## src/rtl/scsi_pkg.sv

```systemverilog
// Shared SCSI-region definitions: FSM state codes, 53C710 SIZ encodings and
// the Zorro DS_n lane decode (also used by the DMA master checks).
package scsi_pkg;

    localparam logic [2:0] S_IDLE     = 3'd0;
    localparam logic [2:0] S_SETUP    = 3'd1;
    localparam logic [2:0] S_STROBE   = 3'd2;
    localparam logic [2:0] S_WAIT_ACK = 3'd3;
    localparam logic [2:0] S_ACK      = 3'd4;
    localparam logic [2:0] S_TIMEOUT  = 3'd5;
    localparam logic [2:0] S_RECOVER  = 3'd6;

    localparam logic [1:0] SIZ_LONG = 2'b00;
    localparam logic [1:0] SIZ_BYTE = 2'b01;
    localparam logic [1:0] SIZ_WORD = 2'b10;

    // Returns {SIZ, A[1:0]}; DS_n[3] is byte offset 0. Unsupported patterns fall back to long.
    function automatic logic [3:0] lane_decode(input logic [3:0] ds_n);
        logic [3:0] r;
        r = {SIZ_LONG, 2'b00};
        case (ds_n)
            4'b0000: r = {SIZ_LONG, 2'b00};
            4'b0011: r = {SIZ_WORD, 2'b00};
            4'b1100: r = {SIZ_WORD, 2'b10};
            4'b0111: r = {SIZ_BYTE, 2'b00};
            4'b1011: r = {SIZ_BYTE, 2'b01};
            4'b1101: r = {SIZ_BYTE, 2'b10};
            4'b1110: r = {SIZ_BYTE, 2'b11};
            default: r = {SIZ_LONG, 2'b00};
        endcase
        return r;
    endfunction

endpackage

```

## src/rtl/scsi_slave_sequencer_if.sv

```systemverilog
// Zorro-slave-SM / 53C710 signal bundle for the SCSI slave sequencer.
// The sequencer uses the slave modport; the Zorro side (or a bench) uses master.
interface scsi_slave_sequencer_if;
    logic       scsi_cycle;
    logic       cycle_active;
    logic       READ;
    logic [3:0] DS_n;
    logic       SLACK_n;
    logic       SCSI_AS_n;
    logic       SCSI_DS_n;
    logic       SCSI_SREG_n;
    logic [1:0] SCSI_SIZ;
    logic [1:0] SCSI_A;
    logic       scsi_dtack;
    logic       scsi_berr;
    logic       busy;

    modport slave (
        input  scsi_cycle, cycle_active, READ, DS_n, SLACK_n,
        output SCSI_AS_n, SCSI_DS_n, SCSI_SREG_n, SCSI_SIZ, SCSI_A,
               scsi_dtack, scsi_berr, busy
    );

    modport master (
        output scsi_cycle, cycle_active, READ, DS_n, SLACK_n,
        input  SCSI_AS_n, SCSI_DS_n, SCSI_SREG_n, SCSI_SIZ, SCSI_A,
               scsi_dtack, scsi_berr, busy
    );
endinterface

```

## src/rtl/scsi_slave_sequencer_sync2.sv

```systemverilog
// Two-flop synchroniser; output is d delayed by two CLK edges.
// Reset value is configurable so an active-low input resets to its negated level.
module sync2 #(
    parameter logic RST_VAL = 1'b1
) (
    input  logic CLK,
    input  logic RESET,
    input  logic d,
    output logic q
);
    logic meta;

    always_ff @(posedge CLK) begin
        if (RESET) begin
            meta <= RST_VAL;
            q    <= RST_VAL;
        end else begin
            meta <= d;
            q    <= meta;
        end
    end
endmodule

```

## src/rtl/scsi_slave_sequencer.sv

```systemverilog
// Drives 53C710 AS/DS/SREG and SIZ/A for Zorro slave cycles to the SCSI window,
// returns scsi_dtack on SLACK_n, aborts with scsi_berr on timeout, enforces recovery.
module scsi_slave_sequencer
    import scsi_pkg::*;
#(
    parameter int TIMEOUT_CYCLES  = 255,
    parameter int RECOVERY_CYCLES = 2,
    parameter int CNT_W           = 8
) (
    input  logic                        CLK,
    input  logic                        RESET,
    scsi_slave_sequencer_if.slave       bus
);
    localparam logic [CNT_W-1:0] TMO_LAST = CNT_W'(TIMEOUT_CYCLES - 1);
    localparam logic [CNT_W-1:0] REC_LAST = CNT_W'(RECOVERY_CYCLES - 1);

    logic [2:0]       state;
    logic [CNT_W-1:0] cnt;
    logic             rd_q;
    logic [1:0]       siz_q;
    logic [1:0]       a_q;
    logic             as_n_q;
    logic             ds_n_q;
    logic             sreg_n_q;
    logic             dtack_q;
    logic             berr_q;
    logic             slack_s;
    logic             enter_rec;

    sync2 #(.RST_VAL(1'b1)) u_slack_sync (
        .CLK   (CLK),
        .RESET (RESET),
        .d     (bus.SLACK_n),
        .q     (slack_s)
    );

    // Master ending the cycle beats any acknowledge seen in the same clock.
    assign enter_rec = !bus.cycle_active &&
                       (state == S_SETUP || state == S_STROBE || state == S_WAIT_ACK ||
                        state == S_ACK   || state == S_TIMEOUT);

    always_ff @(posedge CLK) begin
        if (RESET) begin
            state    <= S_IDLE;
            cnt      <= '0;
            rd_q     <= 1'b0;
            siz_q    <= SIZ_LONG;
            a_q      <= 2'b00;
            as_n_q   <= 1'b1;
            ds_n_q   <= 1'b1;
            sreg_n_q <= 1'b1;
            dtack_q  <= 1'b0;
            berr_q   <= 1'b0;
        end else begin
            berr_q <= 1'b0;
            if (enter_rec) begin
                state    <= S_RECOVER;
                cnt      <= '0;
                as_n_q   <= 1'b1;
                ds_n_q   <= 1'b1;
                sreg_n_q <= 1'b1;
                dtack_q  <= 1'b0;
            end else begin
                case (state)
                    S_IDLE: begin
                        if (bus.scsi_cycle && bus.cycle_active && bus.DS_n != 4'b1111) begin
                            state          <= S_SETUP;
                            rd_q           <= bus.READ;
                            {siz_q, a_q}   <= lane_decode(bus.DS_n);
                            sreg_n_q       <= 1'b0;
                        end
                    end
                    S_SETUP: begin
                        // Hold here while a previous cycle's SLACK_n is still low.
                        if (slack_s) begin
                            state  <= S_STROBE;
                            as_n_q <= 1'b0;
                            ds_n_q <= !rd_q;
                        end
                    end
                    S_STROBE: begin
                        if (ds_n_q) begin
                            ds_n_q <= 1'b0;
                        end else begin
                            state <= S_WAIT_ACK;
                            cnt   <= '0;
                        end
                    end
                    S_WAIT_ACK: begin
                        if (!slack_s) begin
                            state   <= S_ACK;
                            dtack_q <= 1'b1;
                        end else if (cnt == TMO_LAST) begin
                            state    <= S_TIMEOUT;
                            as_n_q   <= 1'b1;
                            ds_n_q   <= 1'b1;
                            sreg_n_q <= 1'b1;
                            berr_q   <= 1'b1;
                        end else if (cnt != '1) begin
                            cnt <= cnt + 1'b1;
                        end
                    end
                    S_ACK, S_TIMEOUT: begin
                    end
                    S_RECOVER: begin
                        if (cnt >= REC_LAST) state <= S_IDLE;
                        else                 cnt   <= cnt + 1'b1;
                    end
                    default: state <= S_IDLE;
                endcase
            end
        end
    end

    assign bus.SCSI_AS_n   = as_n_q;
    assign bus.SCSI_DS_n   = ds_n_q;
    assign bus.SCSI_SREG_n = sreg_n_q;
    assign bus.SCSI_SIZ    = siz_q;
    assign bus.SCSI_A      = a_q;
    assign bus.scsi_dtack  = dtack_q;
    assign bus.scsi_berr   = berr_q;
    assign bus.busy        = (state != S_IDLE);

endmodule

```

## src/flat_wrapper.sv

```systemverilog
// flat-port wrapper written by rule: the top's interface ports become plain ports
module scsi_slave_sequencer_flat import scsi_pkg::*;
#(
    parameter int TIMEOUT_CYCLES  = 255,
    parameter int RECOVERY_CYCLES = 2,
    parameter int CNT_W           = 8
)
  (CLK, RESET, bus_scsi_cycle, bus_cycle_active, bus_READ, bus_DS_n, bus_SLACK_n, bus_SCSI_AS_n, bus_SCSI_DS_n, bus_SCSI_SREG_n, bus_SCSI_SIZ, bus_SCSI_A, bus_scsi_dtack, bus_scsi_berr, bus_busy);
  scsi_slave_sequencer_if bus_i ();
  input  logic CLK;
  input  logic RESET;
  input wire logic [$bits(bus_i.scsi_cycle)-1:0] bus_scsi_cycle;
  input wire logic [$bits(bus_i.cycle_active)-1:0] bus_cycle_active;
  input wire logic [$bits(bus_i.READ)-1:0] bus_READ;
  input wire logic [$bits(bus_i.DS_n)-1:0] bus_DS_n;
  input wire logic [$bits(bus_i.SLACK_n)-1:0] bus_SLACK_n;
  output wire logic [$bits(bus_i.SCSI_AS_n)-1:0] bus_SCSI_AS_n;
  output wire logic [$bits(bus_i.SCSI_DS_n)-1:0] bus_SCSI_DS_n;
  output wire logic [$bits(bus_i.SCSI_SREG_n)-1:0] bus_SCSI_SREG_n;
  output wire logic [$bits(bus_i.SCSI_SIZ)-1:0] bus_SCSI_SIZ;
  output wire logic [$bits(bus_i.SCSI_A)-1:0] bus_SCSI_A;
  output wire logic [$bits(bus_i.scsi_dtack)-1:0] bus_scsi_dtack;
  output wire logic [$bits(bus_i.scsi_berr)-1:0] bus_scsi_berr;
  output wire logic [$bits(bus_i.busy)-1:0] bus_busy;
  assign bus_i.scsi_cycle = bus_scsi_cycle;
  assign bus_i.cycle_active = bus_cycle_active;
  assign bus_i.READ = bus_READ;
  assign bus_i.DS_n = bus_DS_n;
  assign bus_i.SLACK_n = bus_SLACK_n;
  assign bus_SCSI_AS_n = bus_i.SCSI_AS_n;
  assign bus_SCSI_DS_n = bus_i.SCSI_DS_n;
  assign bus_SCSI_SREG_n = bus_i.SCSI_SREG_n;
  assign bus_SCSI_SIZ = bus_i.SCSI_SIZ;
  assign bus_SCSI_A = bus_i.SCSI_A;
  assign bus_scsi_dtack = bus_i.scsi_dtack;
  assign bus_scsi_berr = bus_i.scsi_berr;
  assign bus_busy = bus_i.busy;
  scsi_slave_sequencer #(.TIMEOUT_CYCLES(TIMEOUT_CYCLES), .RECOVERY_CYCLES(RECOVERY_CYCLES), .CNT_W(CNT_W)) u_core (.CLK(CLK), .RESET(RESET), .bus(bus_i));
endmodule
```

## config.mk

```make
export PLATFORM = sky130hd
export DESIGN_NAME = scsi_slave_sequencer_flat
export DESIGN_NICKNAME = d
export VERILOG_FILES = /design/src/rtl/scsi_pkg.sv /design/src/rtl/scsi_slave_sequencer_if.sv /design/src/rtl/scsi_slave_sequencer_sync2.sv /design/src/rtl/scsi_slave_sequencer.sv /design/src/flat_wrapper.sv
export SDC_FILE = /design/constraint.sdc
export NUM_CORES = 1
export LEC_CHECK = 0
export ABC_AREA = 1
export CORE_AREA = 2 2 66 68
export DETAILED_ROUTE_END_ITERATION = 6
export DIE_AREA = 0 0 68 70
export PLACE_DENSITY_LB_ADDON = 0.2
export SLEW_MARGIN = 10
export SYNTH_ARGS = -nofsm -noshare
export SYNTH_HDL_FRONTEND = slang
export SYNTH_SLANG_ARGS = --single-unit
```

## constraint.sdc

```tcl
create_clock -name CLK -period 1.6 [get_ports CLK]
set_clock_uncertainty 0.05 [all_clocks]
set_input_delay 0.32 -clock CLK [delete_from_list [all_inputs] [get_ports CLK]]
set_output_delay 0.32 -clock CLK [all_outputs]
set_load 0.01 [all_outputs]
```

==> out/qor.yml, run 1 <==
synthesis:
  netlist_instances: 224
  yosysWarnings: 0
  synth_ff_type: "dfxtp_1"
  synth.distinct_cells: 32
  yosys-top-cells-area: "dfxtp_1, nand2_1, nand3_1"
  synth_edf_count: 0
  syn_avg_cell_area_um2: 6.77
  ys_seq_area_frac: 0.304
  yosys.area.top_type: "dfxtp_1"
  synth_seq_cells: 23
  synth_common_cells: "nand2_1, inv_1, nand3_1"
  synthMostInstantiatedCell: "nand2_1"
  syn_nets: 238
  async_flop_share: 0
  synth_top_area_frac: 0.304
  syn_area_mm2: 0.00152
critical_path:
  critPathCaptureType: "register"
  arrival_ns: 1.72
  crit_top_cell: "nor2_4"
  path_buf_inv: 3
  crit_family: "simple AND/OR/NAND/NOR gates"
  worstSetupPathType: "register to register"
  cp.required_ns: 1.75
  cp-start-kind: "register"
  crit_chain: "inv_4 -> ha_4 -> inv_2 -> nand2_2 -> nor2_4 -> a21oi_2 -> nor2_4 -> buf_6 -> nand4_1 -> a21oi_1"
  slowest_stage: "dfxtp_4"
  startpoint: "u_core.cnt[1]$_SDFFE_PP0P_"
  max_stage_delay_ns: 0.39
  r2r_start: "u_core.cnt[1]$_SDFFE_PP0P_"
  worst-path-max-fanout: 5
cts:
  cts.clk_slew.worst_paths_ns: 0.09
  cts_hold_buf: 0
  cts_tree: "done"
  root_buffer: "clkbuf_8"
  cts_buffers: 3
  cts_htree_levels: 1
  clock_latency_ns: 0.27
  clockBufferDepth: 2
  clock_sinks: 23
run_status:
  status: "finished clean"
drt:
  via_per_inst: 4.78
  drc: 0
  antenna_left: 0
  avgRoutedWirePerCell_um: 11.9
  first_iter_violations: 83
  first_pass_iters: 4
  vias: 1567
  wirelength_um: 3900
min_path:
  hp-class: "register to register"
  hp-start: "u_core.u_slack_sync.meta$_SDFF_PP1_"
timing:
  slew_viol_final: 0
  hold_viol_final: 0
  fmaxAchievable_mhz: 640
  max_slew.worst_pin.slew_ns: 0.289
  slew_headroom: 0.807
  hold_slack_ns: 0.368
  period_minus_slack_ns: 1.56
  setup_viol: 0
  setup_tns_ns: 0
  min_period_over_period: 0.976
  rsz0062_at_grt: "yes"
power_and_ir_drop:
  p_sw_frac: 0.405
  p_sw_mw: 0.882
  p_int_mw: 1.30
  p_leak_nw: 0.978
  p_seq_frac: 0.331
  clkPwrFrac: 0.178
  power_mw: 2.18
  combPwrFrac: 0.491
  power_density_mw_per_mm2: 995
  vdd_drop_max_v: 0.000605
finish:
  drive_gt1_frac: 0.366
  fin_nets: 291
  antennaDiodeCount: 0
  synthToLayoutAreaGrowth_pct: 44.6
  stdcell_count: 328
run:
  cap_violations: 0
placement:
  post-dp-hpwl_um: 2870
  gp_congestion: 0.813
  dp.cells: 320
  port_buffers: 19
floorplan:
  num_rows: 24
  core_area_mm2: 0.00414
  dieArea_mm2: 0.00476
  die-height_um: 70
  die_x_um: 68
  num_io_pins: 20
  initial_core_util: 0.366
global_routing:
  grt_pass1_wl_um: 6260
  overflow: 0
  grt_pass1_vias: 1478
  groute.usage.overall: 0.171
  antenna_found_initial: 0
  grt_max_degree: 15
## sequential cells by signal, summed over array words and instances (netlist names)
register,flops
u_core.cnt,8
u_core.state,3
u_core.bus.SCSI_A,2
u_core.bus.SCSI_SIZ,2
u_core.bus.SCSI_AS_n,1
u_core.bus.SCSI_DS_n,1
u_core.bus.SCSI_SREG_n,1
u_core.bus.scsi_berr,1
u_core.bus.scsi_dtack,1
u_core.rd_q,1
u_core.u_slack_sync.meta,1
u_core.u_slack_sync.q,1
## timing repair
action | 4_1_cts | 5_1_grt
cloned | 1 | 0
buffers inserted | 0 | 3
pin swaps | 4 | 13
setup endpoints to repair | 15 | 18
gates resized for setup | 16 | 35
## per-stage QoR
| stage | util | cell area [um^2] | setup slack, ns |
|---|---|---|---|
| after floorplan | - | 1520 | 0.119 |
| after global placement | 0.473 | 1960 | -0.114 |
| after detailed placement | 0.473 | 1960 | -0.144 |
| after CTS | 0.495 | 2050 | -0.00787 |
| after global routing | 0.529 | 2190 | -0.0402 |
| final | 0.529 | 2190 | 0.0384 |
## worst register-to-register path: cells and delay by family, from the launching register on
family / cells / cell delay (ns)
AO/OA/AOI/OAI: 2 / 0.22
adder cells (fa/ha/maj): 1 / 0.16
buffers and inverters: 3 / 0.24
flip-flops: 1 / 0.39
AND/OR/NAND/NOR: 4 / 0.43
## power by group through the flow
stage | logic [mW] | clock network (mW) | registers (mW)
6_report | 1.07 | 0.389 | 0.722
4_1_cts | 1.03 | 0.409 | 0.722
5_1_grt | 1.20 | 0.432 | 0.734
2_1_floorplan | 0.646 | 0 | 0.696
3_5_place_dp | 0.997 | 0 | 0.719
3_3_place_gp | 0.999 | 0 | 0.718
## final timing paths
path                                       to  slack (ns)  cells after the start
max                u_core.cnt[1]$_SDFFE_PP0P_        0.04                     10
min          u_core.u_slack_sync.q$_SDFF_PP1_        0.37                      1
max reg2reg        u_core.cnt[1]$_SDFFE_PP0P_        0.04                     10
min reg2reg  u_core.u_slack_sync.q$_SDFF_PP1_        0.37                      1
## kinds of logic after synthesis
| family | after synthesis | share of synthesized area |
|---|---|---|
| xor gates and xnor gates | 2 | 0.0116 |
| buffers and inverters | 39 | 0.111 |
| and+or+nand+nor | 123 | 0.422 |
| DFF | 23 | 0.304 |
| AOI/OAI and AO/OA | 33 | 0.119 |
| adders and majority gates | 4 | 0.0330 |
## metal layers
layer	share of wire	global-route usage	routed length [um]
met5	0	0	0
met4	0.012	0.0511	45
met3	0.037	0.0370	143
met2	0.52	0.305	2040
met1	0.43	0.197	1670
## layout make-up
type	instances	area [um^2]
Sequential cell	23	480
Inverter	35	141
Multi-Input combinational cell	163	1010
Clock buffer	3	41.3
Tap cell	52	65.1
Fill cell	426	1950
Clock inverter	1	7.51
Timing Repair Buffer	51	448
## cells in the final DEF (no fill, tap or decap), types with 2 or more instances in the layout
cell type	Yosys	routed
o21ai_1	8	8
clkbuf_8	0	3
dfxtp_4	0	5
xor2_1	2	2
inv_2	7	10
nor2_1	16	12
dfxtp_1	23	17
inv_1	26	21
nor2_4	4	7
inv_4	2	4
ha_2	0	2
clkdlybuf4s50_1	0	17
or2_2	2	2
buf_4	2	29
nand2_1	51	46
ha_4	0	2
nand2_4	2	2
a21oi_1	17	15
buf_6	1	2
nand3_4	1	2
a21oi_2	1	3
nand3_1	24	20
o21ai_0	4	4
nand2_2	3	8
nor3_1	3	3
nor2_2	4	6
nand3_2	2	5
nand4_1	6	6
No activity file was read; power rests on OpenSTA's default activity.
==> inputs of run 2 (changes only) <==
SKIP_LAST_GASP = 1   (was not set)
==> run 2 against run 1 <==
Effect of this change:
- maximum frequency decreased by 0.13%
- flip-flop and latch count is the same
- critical path depth unchanged
- sequential share of layout area about the same
- wire length is 1.5% higher
- clock-buffer cell count stayed put
- clock power is essentially flat
- critical path type unchanged
- critical endpoint unchanged
- largest cell class unchanged
==> out/qor.yml, run 2 (synthesis results as in run 1) <==
cts:
  clock_latency_ns: 0.27
  cts_hold_buf: 0
  root_buffer: "clkbuf_8"
  cts_tree: "done"
  cts.clk_slew.worst_paths_ns: 0.09
  cts_htree_levels: 1
  clock_sinks: 23
  clockBufferDepth: 2
  cts_buffers: 3
critical_path:
  crit_family: "simple AND/OR/NAND/NOR gates"
  worst-path-max-fanout: 5
  crit_top_cell: "nor2_4"
  max_stage_delay_ns: 0.40
  startpoint: "u_core.cnt[1]$_SDFFE_PP0P_"
  critPathCaptureType: "register"
  crit_chain: "inv_4 -> ha_4 -> inv_2 -> nand2_2 -> nor2_4 -> a21oi_2 -> nor2_4 -> buf_6 -> nand4_1 -> a21oi_1"
  arrival_ns: 1.72
  cp.required_ns: 1.76
  path_buf_inv: 3
  cp-start-kind: "register"
  slowest_stage: "dfxtp_4"
  worstSetupPathType: "register to register"
  r2r_start: "u_core.cnt[1]$_SDFFE_PP0P_"
drt:
  first_iter_violations: 54
  drc: 0
  antenna_left: 0
  vias: 1584
  first_pass_iters: 4
  wirelength_um: 3960
  via_per_inst: 4.83
  avgRoutedWirePerCell_um: 12.1
timing:
  slew_viol_final: 0
  setup_tns_ns: 0
  rsz0062_at_grt: "yes"
  period_minus_slack_ns: 1.56
  hold_viol_final: 0
  min_period_over_period: 0.977
  layout_setup_ws_ns: 0.0364
  setup_viol: 0
  hold_slack_ns: 0.368
  slew_headroom: 0.797
  max_slew.worst_pin.slew_ns: 0.304
  fmaxAchievable_mhz: 640
finish:
  largest_register_ffs: 8
  final_common_cell: "nand2_1"
  fin_nets: 291
  postLayoutCellArea_mm2: 0.00219
  synthToLayoutAreaGrowth_pct: 44.6
  drive_gt1_frac: 0.373
  top_regs: "u_core.cnt x8, u_core.state x3"
  antennaDiodeCount: 0
  largest-register: "u_core.cnt"
  fin_util: 0.529
  final_cell_mix: "nand2_1, buf_4, inv_1"
floorplan:
  core_area_mm2: 0.00414
  die-height_um: 70
  num_rows: 24
  dieArea_mm2: 0.00476
  initial_core_util: 0.366
  num_io_pins: 20
  die_x_um: 68
global_routing:
  overflow: 0
  antenna_found_initial: 0
  grt_pass1_vias: 1459
  grt_max_degree: 15
  grt_pass1_wl_um: 6220
  groute.usage.overall: 0.170
placement:
  dp_slack_ns: -0.144
  port_buffers: 19
  placed_area_mm2: 0.00196
  post-dp-hpwl_um: 2870
  gp_congestion: 0.813
min_path:
  hp-class: "register to register"
  hp-start: "u_core.u_slack_sync.meta$_SDFF_PP1_"
run:
  cap_violations: 0
power_and_ir_drop:
  vdd_drop_max_v: 0.000619
  power_density_mw_per_mm2: 1000
  p_leak_nw: 0.977
run_status:
  status: "finished clean"
run 2: worst register-to-register path: cells and delay by family, from the launching register on:
kind            cells  cell delay (ns)
fa+ha+maj           1             0.16
compound gates      2             0.21
flops               1             0.40
buf+inv             3             0.25
simple gates        4             0.41
run 2: per-layer routing:
layer,vias to the layer above,routed length (um),GRT usage
li1,829,-,-
met3,4,156,0.0370
met4,0,44,0.0511
met5,-,0,0
met2,39,2050,0.301
met1,712,1710,0.198
run 2: final timing paths:
path | endpoint | slack (ns) | cells past startpoint
hold reg to reg | u_core.u_slack_sync.q$_SDFF_PP1_ | 0.37 | 1
hold / removal | u_core.u_slack_sync.q$_SDFF_PP1_ | 0.37 | 1
setup reg to reg | u_core.cnt[1]$_SDFFE_PP0P_ | 0.04 | 10
setup / recovery | u_core.cnt[1]$_SDFFE_PP0P_ | 0.04 | 10
run 2: area by class of cell:
type                            instances  area [um^2]
Clock inverter                          1         7.51
Tap cell                               52         65.1
Inverter                               35          141
Fill cell                             423         1950
Clock buffer                            3         41.3
Sequential cell                        23          480
Timing Repair Buffer                   51          439
Multi-Input combinational cell        163         1020
run 2: stage by stage:
step / power [mW] / cells
after floorplan: 1.34 / 224
after global placement: 1.72 / 320
after detailed placement: 1.72 / 320
after CTS: 2.15 / 325
after global routing: 2.37 / 328
final: 2.19 / 328
run 2: power breakdown:
part | total, mW | switching (mW) | internal (mW)
clock | 0.392 | 0.215 | 0.177
combinational | 1.08 | 0.605 | 0.478
sequential | 0.719 | 0.0689 | 0.650
total | 2.19 | 0.889 | 1.31
run 2: repair_timing:
item | in CTS | in global routing
endpoints found under the setup margin | 15 | 18
setup buffers | 0 | 3
cloned | 1 | 0
resized for setup | 14 | 40
pin swaps | 4 | 16
hold endpoints to repair | 0 | 0
